$ cat src/rtl/seg7_scan_ctrl_pkg.sv
// Shared definitions for the multiplexed seven-segment scan controller:
// scan state encoding and the all-segments-off pattern.
package seg7_scan_ctrl_pkg;

    typedef enum logic [1:0] {
        ST_IDLE = 2'd0,
        ST_SHOW = 2'd1,
        ST_DEAD = 2'd2
    } state_t;

    localparam logic [6:0] SEG_BLANK = 7'h7F;

endpackage

$ cat src/rtl/seg7_scan_ctrl_seven_segment.sv
// Hex nibble to active-low seven-segment pattern, segments a..g on bits 6..0.
module seg7_scan_ctrl_seven_segment
    import seg7_scan_ctrl_pkg::*;
(
    input  logic [3:0] hex,
    output logic [6:0] seg
);

    // Combinational hex-to-segment lookup
    always_comb begin
        seg = SEG_BLANK;
        case (hex)
            4'h0:    seg = 7'h01;
            4'h1:    seg = 7'h4F;
            4'h2:    seg = 7'h12;
            4'h3:    seg = 7'h06;
            4'h4:    seg = 7'h4C;
            4'h5:    seg = 7'h24;
            4'h6:    seg = 7'h20;
            4'h7:    seg = 7'h0F;
            4'h8:    seg = 7'h00;
            4'h9:    seg = 7'h04;
            4'hA:    seg = 7'h08;
            4'hB:    seg = 7'h60;
            4'hC:    seg = 7'h31;
            4'hD:    seg = 7'h42;
            4'hE:    seg = 7'h30;
            4'hF:    seg = 7'h38;
            default: seg = SEG_BLANK;
        endcase
    end

endmodule

$ cat src/rtl/seg7_scan_ctrl.sv
// Time-multiplexed seven-segment display driver with dead time between digits,
// frame-synchronous display updates and optional leading-zero blanking.
module seg7_scan_ctrl
    import seg7_scan_ctrl_pkg::*;
#(
    parameter int DIGITS   = 8,
    parameter int TICK_DIV = 12500,
    parameter int DEAD_CYC = 16
) (
    input  logic                  clk,
    input  logic                  rst,
    input  logic                  en,
    input  logic [4*DIGITS-1:0]   data_in,
    input  logic [DIGITS-1:0]     dp_in,
    input  logic                  load_valid,
    output logic                  load_ready,
    input  logic                  blank_lz,
    output logic [DIGITS-1:0]     an,
    output logic [6:0]            seg,
    output logic                  dp,
    output logic                  frame_done
);

    localparam int IDX_W   = $clog2(DIGITS);
    localparam int CNT_MAX = (TICK_DIV > DEAD_CYC) ? TICK_DIV : DEAD_CYC;
    localparam int CNT_W   = $clog2(CNT_MAX);

    state_t                state_r, state_nxt_s;
    logic [IDX_W-1:0]      idx_r, idx_nxt_s;
    logic [CNT_W-1:0]      cnt_r, cnt_nxt_s;
    logic                  wrap_s;

    logic [4*DIGITS-1:0]   pend_data_r, disp_data_r;
    logic [DIGITS-1:0]     pend_dp_r, disp_dp_r;
    logic                  pend_full_r;

    logic [3:0]            nib_s;
    logic [6:0]            dec_seg_s;
    logic                  dp_bit_s;
    logic                  nz_above_s;
    logic                  blank_s;
    logic [DIGITS-1:0]     an_s;

    logic [DIGITS-1:0]     an_r;
    logic [6:0]            seg_r;
    logic                  dp_r;
    logic                  frame_done_r;

    // Scan state, digit index and shared prescaler/dead counter
    always_ff @(posedge clk or posedge rst) begin
        if (rst) begin
            state_r <= ST_IDLE;
            idx_r   <= {IDX_W{1'b0}};
            cnt_r   <= {CNT_W{1'b0}};
        end else begin
            state_r <= state_nxt_s;
            idx_r   <= idx_nxt_s;
            cnt_r   <= cnt_nxt_s;
        end
    end

    // Next-state logic; wrap_s marks the last dead cycle of the last digit
    always_comb begin
        state_nxt_s = state_r;
        idx_nxt_s   = idx_r;
        cnt_nxt_s   = cnt_r;
        wrap_s      = 1'b0;
        case (state_r)
            ST_IDLE: begin
                idx_nxt_s = {IDX_W{1'b0}};
                cnt_nxt_s = {CNT_W{1'b0}};
                if (en) begin
                    state_nxt_s = ST_SHOW;
                end else begin
                    state_nxt_s = ST_IDLE;
                end
            end
            ST_SHOW: begin
                if (!en) begin
                    state_nxt_s = ST_IDLE;
                    idx_nxt_s   = {IDX_W{1'b0}};
                    cnt_nxt_s   = {CNT_W{1'b0}};
                end else if (cnt_r == CNT_W'(TICK_DIV - 1)) begin
                    state_nxt_s = ST_DEAD;
                    cnt_nxt_s   = {CNT_W{1'b0}};
                end else begin
                    cnt_nxt_s = cnt_r + CNT_W'(1);
                end
            end
            ST_DEAD: begin
                if (!en) begin
                    state_nxt_s = ST_IDLE;
                    idx_nxt_s   = {IDX_W{1'b0}};
                    cnt_nxt_s   = {CNT_W{1'b0}};
                end else if (cnt_r == CNT_W'(DEAD_CYC - 1)) begin
                    state_nxt_s = ST_SHOW;
                    cnt_nxt_s   = {CNT_W{1'b0}};
                    if (idx_r == IDX_W'(DIGITS - 1)) begin
                        idx_nxt_s = {IDX_W{1'b0}};
                        wrap_s    = 1'b1;
                    end else begin
                        idx_nxt_s = idx_r + IDX_W'(1);
                    end
                end else begin
                    cnt_nxt_s = cnt_r + CNT_W'(1);
                end
            end
            default: begin
                state_nxt_s = ST_IDLE;
                idx_nxt_s   = {IDX_W{1'b0}};
                cnt_nxt_s   = {CNT_W{1'b0}};
            end
        endcase
    end

    // Pending/display double buffer; display only changes at a frame wrap
    always_ff @(posedge clk or posedge rst) begin
        if (rst) begin
            pend_data_r <= {(4*DIGITS){1'b0}};
            pend_dp_r   <= {DIGITS{1'b0}};
            pend_full_r <= 1'b0;
            disp_data_r <= {(4*DIGITS){1'b0}};
            disp_dp_r   <= {DIGITS{1'b0}};
        end else if (wrap_s && pend_full_r) begin
            disp_data_r <= pend_data_r;
            disp_dp_r   <= pend_dp_r;
            pend_full_r <= 1'b0;
        end else if (load_valid && !pend_full_r) begin
            pend_data_r <= data_in;
            pend_dp_r   <= dp_in;
            pend_full_r <= 1'b1;
        end else begin
            pend_full_r <= pend_full_r;
        end
    end

    assign load_ready = ~pend_full_r;

    // Digit select, anode decode and leading-zero detection for the current idx
    always_comb begin
        nib_s      = 4'h0;
        dp_bit_s   = 1'b0;
        nz_above_s = 1'b0;
        an_s       = {DIGITS{1'b1}};
        for (int i = 0; i < DIGITS; i++) begin
            nib_s      = (idx_r == IDX_W'(i)) ? disp_data_r[4*i +: 4] : nib_s;
            dp_bit_s   = (idx_r == IDX_W'(i)) ? disp_dp_r[i] : dp_bit_s;
            nz_above_s = nz_above_s |
                         ((IDX_W'(i) >= idx_r) && (disp_data_r[4*i +: 4] != 4'h0));
            an_s[i]    = ~((state_r == ST_SHOW) && (idx_r == IDX_W'(i)));
        end
        blank_s = blank_lz && (idx_r != {IDX_W{1'b0}}) && !nz_above_s;
    end

    seg7_scan_ctrl_seven_segment u_dec (
        .hex (nib_s),
        .seg (dec_seg_s)
    );

    // Registered pin drivers: dark unless showing a digit
    always_ff @(posedge clk or posedge rst) begin
        if (rst) begin
            an_r         <= {DIGITS{1'b1}};
            seg_r        <= SEG_BLANK;
            dp_r         <= 1'b1;
            frame_done_r <= 1'b0;
        end else begin
            frame_done_r <= wrap_s;
            if (state_r == ST_SHOW) begin
                an_r  <= an_s;
                seg_r <= blank_s ? SEG_BLANK : dec_seg_s;
                dp_r  <= ~dp_bit_s;
            end else begin
                an_r  <= {DIGITS{1'b1}};
                seg_r <= SEG_BLANK;
                dp_r  <= 1'b1;
            end
        end
    end

    assign an         = an_r;
    assign seg        = seg_r;
    assign dp         = dp_r;
    assign frame_done = frame_done_r;

endmodule

$ cat config.mk
export PLATFORM = sky130hd
export DESIGN_NAME = seg7_scan_ctrl
export DESIGN_NICKNAME = d
export VERILOG_FILES = /design/src/rtl/seg7_scan_ctrl_pkg.sv /design/src/rtl/seg7_scan_ctrl_seven_segment.sv /design/src/rtl/seg7_scan_ctrl.sv
export SDC_FILE = /design/constraint.sdc
export NUM_CORES = 1
export LEC_CHECK = 0
export ABC_CLOCK_PERIOD_IN_PS = 4160
export BUFFER_PORTS_ARGS = -buffer_cell sky130_fd_sc_hd__buf_2
export CORE_ASPECT_RATIO = 0.8
export CORE_MARGIN = 2
export CORE_UTILIZATION = 47
export DETAILED_ROUTE_END_ITERATION = 8
export PLACE_DENSITY = 0.66
export SLEW_MARGIN = 0
export SYNTH_ARGS = -nofsm -noshare
export SYNTH_HDL_FRONTEND = slang
export SYNTH_SLANG_ARGS = --single-unit
$ cat constraint.sdc
create_clock -name clk -period 4.16 [get_ports clk]
set_input_delay 0.624 -clock clk [delete_from_list [all_inputs] [get_ports clk]]
set_output_delay 0.624 -clock clk [all_outputs]
set_load 0.02 [all_outputs]
# Word-level counts from Yosys, hierarchy flattened
# Memory sizes are Yosys's and may differ from the RTL's.
# Cells that the tools add are included.
[word_totals]
regBits = 117
word_cells = 134
n_memories = 1
output_inout_bits = 18
inputBits = 45
romBits = 112
[memory_table]
columns = ["memory", "words", "word_bits", "read_ports", "rd_clocked_by_memory_dff", "write_ports", "line_no", "source"]
rows = [
  ["(name not given)", 16, 7, 1, 0, 0, "seg7_scan_ctrl_seven_segment.sv:12", "case (hex)"],
]
[op_classes]
bitwise = 18
add_sub_neg = 2
n_mux = 42
magnitude_cmp = 8
eq_ne = 14
n_reduce_logical = 37
[op_table]
columns = ["op", "count"]
rows = [
  ["two-way mux 14 bit", 4],
  ["two-way mux 4 bit", 8],
  ["nonzero test 4 bit", 8],
  ["one-hot mux 14 bit (2 select lines)", 1],
  ["logical AND 1 bit", 20],
  ["two-way mux 1 bit", 16],
  ["adder 14 x 1 -> 14 bit, second input constant", 1],
  ["equality test 14 bit, second input constant", 1],
  ["equality test 14 x 4 -> 1 bit, second input constant", 1],
  ["two-way mux 7 bit", 2],
  ["equality test 3 bit, second input constant", 4],
  ["greater-or-equal comparator 3 bit, first input constant", 4],
  ["two-way mux 3 bit", 4],
  ["NOT 1 bit", 11],
  ["two-way mux 2 bit", 4],
  ["two-way mux 8 bit", 1],
  ["OR 1 bit", 7],
  ["equality test 3 x 2 -> 1 bit, second input constant", 2],
  ["greater-or-equal comparator 1 x 3 -> 1 bit, first input constant", 2],
  ["greater-or-equal comparator 2 x 3 -> 1 bit, first input constant", 2],
  ["!= test 3 bit, second input constant", 2],
  ["one-hot mux 2 bit (3 select lines)", 1],
  ["one-hot mux 3 bit (2 select lines)", 1],
  ["AND reduction 2 bit", 3],
  ["10 further kinds", 11],
]

# Longest topological paths before layout
# Gate-level depths: netlist of the first run.
[logic_depth]
ltp_word = 13
mapped_depth = 14
depth_no_buf = 12

# Modules after synthesis
# From an unflattened synthesis of the first run, not the netlist that was laid out.
[hier_totals]
hier_cells = 448
hier_area_um2 = 5556.6
[modules_own_cells]
columns = ["module", "cells_per_inst", "area_per_inst_um2", "instances", "seq_area_each_um2"]
rows = [
  ["seg7_scan_ctrl", 413, 5308.8, 1, 2947.8],
  ["seg7_scan_ctrl_seven_segment", 35, 247.7, 1, 0.0],
]

# Worst setup path before layout of the first run
# Ideal clock, no wire load.
[synth_path]
kind = "reg2reg"
startpoint = "reg idx_r[0]"
endpoint = "reg seg_r[6] (netlist: seg[6])"
arrival_time_ns = 2.677
setup_slack_ns = 1.399
required_ns = 4.076
stages_incl_launch_ff = 15
path_buffers = 2
synth_period_minus_slack_ns = 2.761
setup_time_ns = 0.084
cell_sequence = "dfrtp_1 > clkbuf_1 > inv_1 > ha_1 > clkbuf_1 > nand2_1 > o211ai_1 > a21oi_1 > o32a_1 > inv_1 > ha_1 > inv_1 > nor3_1 > o21ai_0 > o2111ai_1"
[synth_via]
elab_chain_len = 13
word_cells_on_any_way = 46
classes_between = "order compare (8); eq/ne (7); mux (10); bitwise (7); reduce/logical (13); memory (1)"
[synth_lines]
columns = ["element", "line_no", "source"]
rows = [
  ["start, declared", "seg7_scan_ctrl.sv:29", "logic [IDX_W-1:0] idx_r, idx_nxt_s;"],
  ["start signal, assigned", "seg7_scan_ctrl.sv:53", "idx_r <= {IDX_W{1'b0}};"],
  ["start signal, assigned", "seg7_scan_ctrl.sv:57", "idx_r <= idx_nxt_s;"],
  ["branches (longest 11 deep; another with memory (16 x 7 bit))", "--", ""],
  ["two-way mux 7 bit (*)", "seg7_scan_ctrl.sv:171", "seg_r <= blank_s ? SEG_BLANK : dec_seg_s;"],
  ["two-way mux 7 bit (*)", "seg7_scan_ctrl.sv:169", "if (state_r == ST_SHOW) begin"],
  ["end signal, assigned", "seg7_scan_ctrl.sv:171", ""],
  ["end, declared", "seg7_scan_ctrl.sv:45", "logic [6:0] seg_r;"],
]
# Every way passes the cells marked *.
# A chain may end at the register's enable or synchronous reset.

# Worst setup path in the final report of the first run
[layout_path]
startpoint = "reg idx_r[1]"
endpoint = "reg seg_r[6] (netlist: seg[6])"
# Same word-level chain as after synthesis.

==> results of run 1 <==
## power breakdown
| group | internal, mW | total (mW) | switching (mW) |
|---|---|---|---|
| clock network | 0.886 | 1.42 | 0.535 |
| registers | 1.21 | 1.23 | 0.0289 |
| logic | 0.0677 | 0.146 | 0.0787 |
## path summary, 6_finish.rpt
path / end / slack, ns / cells after the start
min in group asynchronous: cnt_r[3]$_DFF_PP0_ / 0.44 / 2
max reg2reg: seg[6]$_DFF_PP1_ / 0.74 / 11
min reg2reg: cnt_r[0]$_DFF_PP0_ / 0.46 / 1
min: pend_full_r$_DFFE_PP0P_ / 0.43 / 2
max in group asynchronous: an[6]$_DFF_PP1_ / 2.80 / 3
max: seg[6]$_DFF_PP1_ / 0.74 / 11
## worst max-delay path, delay by kind of cell, from the launching register on
family	cells	cell delay [ns]
AOI/OAI and AO/OA	4	0.86
adders and majority gates	2	0.71
buffers and inverters	3	0.58
DFF	1	0.70
and+or+nand+nor	2	0.48
## logic make-up (layout without fill, tap and decap cells)
| group | after synthesis | count (layout) | share of synthesized area [%] |
|---|---|---|---|
| simple gates | 123 | 123 | 11.7 |
| xor+xnor | 12 | 12 | 1.88 |
| flops | 117 | 117 | 52.8 |
| compound gates | 67 | 67 | 8.30 |
| buf+inv | 36 | 113 | 3.12 |
| mux | 83 | 83 | 19.3 |
| fa+ha+maj | 13 | 13 | 2.91 |
## final cells by class
type | count | share of cell area (%)
Tap cell | 148 | 2.81
Multi-Input combinational cell | 298 | 37.5
Clock inverter | 14 | 2.36
Timing Repair Buffer | 65 | 5.06
Clock buffer | 18 | 6.52
Sequential cell | 117 | 44.8
Inverter | 16 | 0.951
## cell usage in the layout (no fill, tap or decap), types with 4 or more instances in the layout
| cell | Yosys | layout |
|---|---|---|
| xnor2_1 | 8 | 8 |
| nor2_1 | 24 | 24 |
| a211oi_1 | 4 | 4 |
| dfrtp_1 | 101 | 101 |
| clkinvlp_4 | 0 | 4 |
| nand2_1 | 28 | 28 |
| nand3_1 | 16 | 16 |
| nor3_1 | 6 | 6 |
| xor2_1 | 4 | 4 |
| nor2b_1 | 7 | 6 |
| mux2_4 | 39 | 39 |
| clkbuf_16 | 0 | 17 |
| clkinv_4 | 0 | 4 |
| o221ai_1 | 6 | 6 |
| nand3b_1 | 4 | 4 |
| inv_1 | 15 | 14 |
| buf_2 | 3 | 62 |
| mux2_2 | 41 | 41 |
| nand2b_1 | 4 | 4 |
| nor4_1 | 8 | 8 |
| o211ai_1 | 6 | 6 |
| ha_1 | 13 | 13 |
| nand4_1 | 4 | 4 |
| o21ai_0 | 14 | 14 |
| a21oi_1 | 13 | 13 |
| dfstp_2 | 16 | 16 |
## registers in the layout (all words and copies together), names as in the netlist
signal	count
state_r	2
idx_r	3
pend_full_r	1
pend_data_r	32
cnt_r	14
an	8
frame_done	1
dp	1
pend_dp_r	8
disp_data_r	32
seg	7
disp_dp_r	8
## per-stage QoR
stage	total power, mW	instance area, um^2	std cells	utilization [%]	setup slack [ns]
4_1_cts	2.84	6580	676	56.9	0.786
3_3_place_gp	1.40	5990	644	51.9	0.962
6_report	2.80	6580	676	56.9	0.737
5_1_grt	2.92	6580	676	56.9	0.404
3_5_place_dp	1.40	5990	644	51.9	0.820
2_1_floorplan	1.34	5580	451	-	0.462
## layer usage
metal	share of wire, %	vias up	track usage [%]
met2	42	126	27.5
met1	49	1884	30.7
met5	0	-	0
met4	1.4	0	6.85
met3	7.4	17	5.55
li1	-	1767	-
==> reports/results.txt, run 1 <==
Yosys top cell by area: dfrtp_1
Mapped Nets: 509
endpoints failing setup: 0
first-pass GRT wire length: 19.9 mm
Fmax: 292 MHz
leading cell types by count after synthesis: dfrtp_1 (101), mux2_2 (41), mux2_4 (39)
Slew Limit Fails: 0
CTS tree: yes
worst-margin pin slew: 1.09 ns
Layout area overhead: 17.9%
DR vias/cell: 5.61
EDFF count, synth: 0
Min-Delay Path Class: in -> reg
outcome: complete, no violations
Critical Path AT: 3.75 ns
clk buf depth: 2
share of the synthesized area in the top cell type: 45.3%
fraction of layout cells with a size suffix above 1: 38.4%
# diodes: 0
CTS H-tree depth: 4
HPWL after DPL: 8.26 mm
clock skew: 0.00825 ns
IO Pins: 63
worst-skew pair later-pin latency: 0.41 ns
clk slew on worst S/H paths: 0.05 ns
largest cells by area after synthesis: dfrtp_1 (45%), mux2_4 (10%), mux2_2 (8.3%)
CP Class: reg -> reg
Final min period: 3.42 ns
FF/Latch Area: 2950 um^2
synthesized instance count: 451
CTS Hold Buffers Added: 0
Root Buffer: clkbuf_16
Nets: 573
core area: 11600 um^2
drt drc: 0
Final Cycle Share: 82.3%
max_slew headroom: 27.1%
initial antenna violation count: 0
Largest stage delay, worst path: 0.70 ns
yosys warns: 0
Worst setup SP type: register
Overall Global Routing Usage: 20.1%
number of synthesized register bits: 117
CTS resizes: 0
TritonCTS Buffers: 17
pin count of the biggest net entering global routing: 84
Crit path required time: 4.48 ns
Post-synth ARST share: 100%
GR Overflow Total: 0
Worst R2R Start: idx_r[1]$_DFFE_PP0P_
Pre-Repair DR Iteration Count: 5
vias in the first global route: 3716
WHS: 0.433 ns
leakage power: 3.08 nW
CP Max Fanout: 20
ANT nets after route: 0
Die H: 101 um
Max VDD drop: 0.298 mV
CP cell instances: ha_1 -> clkinv_1 -> and4_1 -> o21ai_0 -> o221ai_1 -> inv_1 -> ha_1 -> inv_1 -> nor3_1 -> o21ai_0 -> o2111ai_1
Site Rows: 35
crit end category: register
RSZ-0062 raised after global routing: false
Netlist cell types: 60
Hold Vio Cnt, Final: 0
vias: 3794
mean post-synth cell area: 12.4 um^2
Iter 0 DRT Violations: 246
Setup crit start: idx_r[1]$_DFFE_PP0P_
fillers: 991
slowest CP cell: dfrtp_1
Max-Cap Viols: 0
die area: 12800 um^2
min-delay src: load_valid
final wirelength: 11.8 mm
# Post-CTS Setup Buffers: 0
dominant cell by count in the synthesized netlist: dfrtp_1
starting density of the core: 48.3%
Setup TNS: 0 ns
Final GP Congestion: 0.951
CTS sink count: 117
Die W: 126 um
Synth Cell Area: 5580 um^2
drt wl/cell: 17.5 um
Most used DFF post-synth: dfrtp_1
port buffer count: 62
post-synthesis sequential area ratio: 52.8%
PwrDens: 426 nW/um^2
Multi-input gate area: 2470 um^2
No activity file was read; power rests on OpenSTA's default activity.
==> run 2: changes to the inputs <==
ABC_CLOCK_PERIOD_IN_PS = 2900   (was 4160)
PLACE_DENSITY = 0.69   (was 0.66)
clock period = 2.9 ns   (was 4.16 ns; I/O delays follow)
==> reports/results.txt, run 2 (synthesized netlist as in run 1, its figures left out) <==
Layout area overhead: 19.9%
starting density of the core: 48.3%
Max VDD drop: 0.455 mV
Slew Limit Fails: 0
Final GP Congestion: 0.931
CTS tree: yes
Nets: 583
# Post-CTS Setup Buffers: 0
final wirelength: 11.5 mm
CTS H-tree depth: 4
DR vias/cell: 5.53
Min-Delay Path Class: in -> async
CTS resizes: 0
Worst Setup EP: seg[6]$_DFF_PP1_
Worst R2R Start: idx_r[1]$_DFFE_PP0P_
Root Buffer: clkbuf_16
post-place setup slack: 0.229 ns
Setup TNS: 0 ns
Site Rows: 35
FF-to-FF setup slack: 0.13 ns
endpoints failing setup: 0
CTS sink count: 117
Worst setup SP type: register
Hold Vio Cnt, Final: 0
fraction of layout cells with a size suffix above 1: 39.6%
Fmax: 361 MHz
Die H: 101 um
drt wl/cell: 16.8 um
PwrDens: 605 nW/um^2
fillers: 947
post-layout worst setup margin: 0.131 ns
# diodes: 0
clk slew on worst S/H paths: 0.06 ns
WHS: 0.196 ns
Final Cycle Share: 95.5%
CP Class: reg -> reg
vias: 3794
Overall Global Routing Usage: 19.2%
most frequent cells in the layout: dfrtp_1 (101), buf_2 (62), mux2_2 (41)
die area: 12800 um^2
Final min period: 2.77 ns
drt drc: 0
core area: 11600 um^2
Final Util: 57.9%
max_slew headroom: 40.8%
worst-margin pin slew: 0.886 ns
ANT nets after route: 0
crit end category: register
TritonCTS Buffers: 17
Critical Path AT: 3.08 ns
GR Overflow Total: 0
Max-Cap Viols: 0
CTS Hold Buffers Added: 0
outcome: complete, no violations
HPWL after DPL: 8.15 mm
CP Max Fanout: 13
IO Pins: 63
pin count of the biggest net entering global routing: 42
port buffer count: 62
Iter 0 DRT Violations: 291
worst-skew pair later-pin latency: 0.42 ns
RR Endpoint: seg[6]$_DFF_PP1_
Crit path required time: 3.21 ns
leakage power: 3.13 nW
Pre-Repair DR Iteration Count: 6
first-pass GRT wire length: 19.1 mm
Setup crit start: idx_r[1]$_DFFE_PP0P_
path depth of the worst reg2reg path: 13
initial antenna violation count: 0
most common cell after layout, fill and taps aside: dfrtp_1
total power: 4.05 mW
clock skew: 0.0138 ns
clk buf depth: 2
vias in the first global route: 3728
Largest regs: disp_data_r (32), pend_data_r (32), cnt_r (14)
Die W: 126 um
[run 2: cell types whose count changed in the layout (fill, tap and decap cells not counted), moves of 2 or more]
cell      delta
buf_4        +8
buf_12       +2
clkinv_4     -2
clkbuf_8     +2
clkbuf_1     +2
[run 2: how the worst min path moves through the flow]
stage	slack [ns]	start	end	depth (start not counted)
detailed placement	0.46	cnt_r[0]$_DFF_PP0_	cnt_r[0]$_DFF_PP0_	1
CTS	0.21	rst	cnt_r[7]$_DFF_PP0_	2
finish	0.20	rst	cnt_r[3]$_DFF_PP0_	2
floorplan	0.43	cnt_r[0]$_DFF_PP0_	cnt_r[0]$_DFF_PP0_	1
global route	0.24	dp_in[7]	pend_dp_r[7]$_DFFE_PP0P_	2
global placement	0.45	cnt_r[0]$_DFF_PP0_	cnt_r[0]$_DFF_PP0_	1
[run 2: layout make-up]
cell class	count	area [um^2]	area share (%)
Clock buffer	22	464	6.94
Tap cell	148	185	2.77
Clock inverter	10	123	1.83
Inverter	16	67.6	1.01
Multi-Input combinational cell	298	2470	36.9
Timing Repair Buffer	75	433	6.47
Sequential cell	117	2950	44.1
[run 2: stage by stage]
| stage | area (um^2) | std cells |
|---|---|---|
| final | 6690 | 686 |
| after global routing | 6690 | 686 |
| after CTS | 6680 | 686 |
| after detailed placement | 6100 | 654 |
| after global placement | 6100 | 654 |
| after floorplan | 5580 | 451 |
[run 2: worst max-delay path, stage by stage (launching register included)]
cell       delay (ns)
dfrtp_1          0.45
buf_4            0.21
ha_1             0.23
buf_4            0.19
nand3b_1         0.15
o21ai_0          0.21
a21oi_1          0.10
o221ai_1         0.24
inv_1            0.11
ha_1             0.20
inv_1            0.10
nor3_1           0.07
o21ai_0          0.25
o2111ai_1        0.15
[run 2: layer usage]
layer	vias to the layer above	share of wire [%]	track usage [%]
met5	-	0	0
met4	0	0.97	7.02
met3	16	5.8	5.44
met2	116	43	27.6
met1	1878	50	27.8
li1	1784	-	-
[run 2: power by group]
group,switching (mW),total (mW),internal [mW]
Combinational,0.114,0.215,0.101
Sequential,0.0454,1.78,1.73
Clock,0.739,2.05,1.32
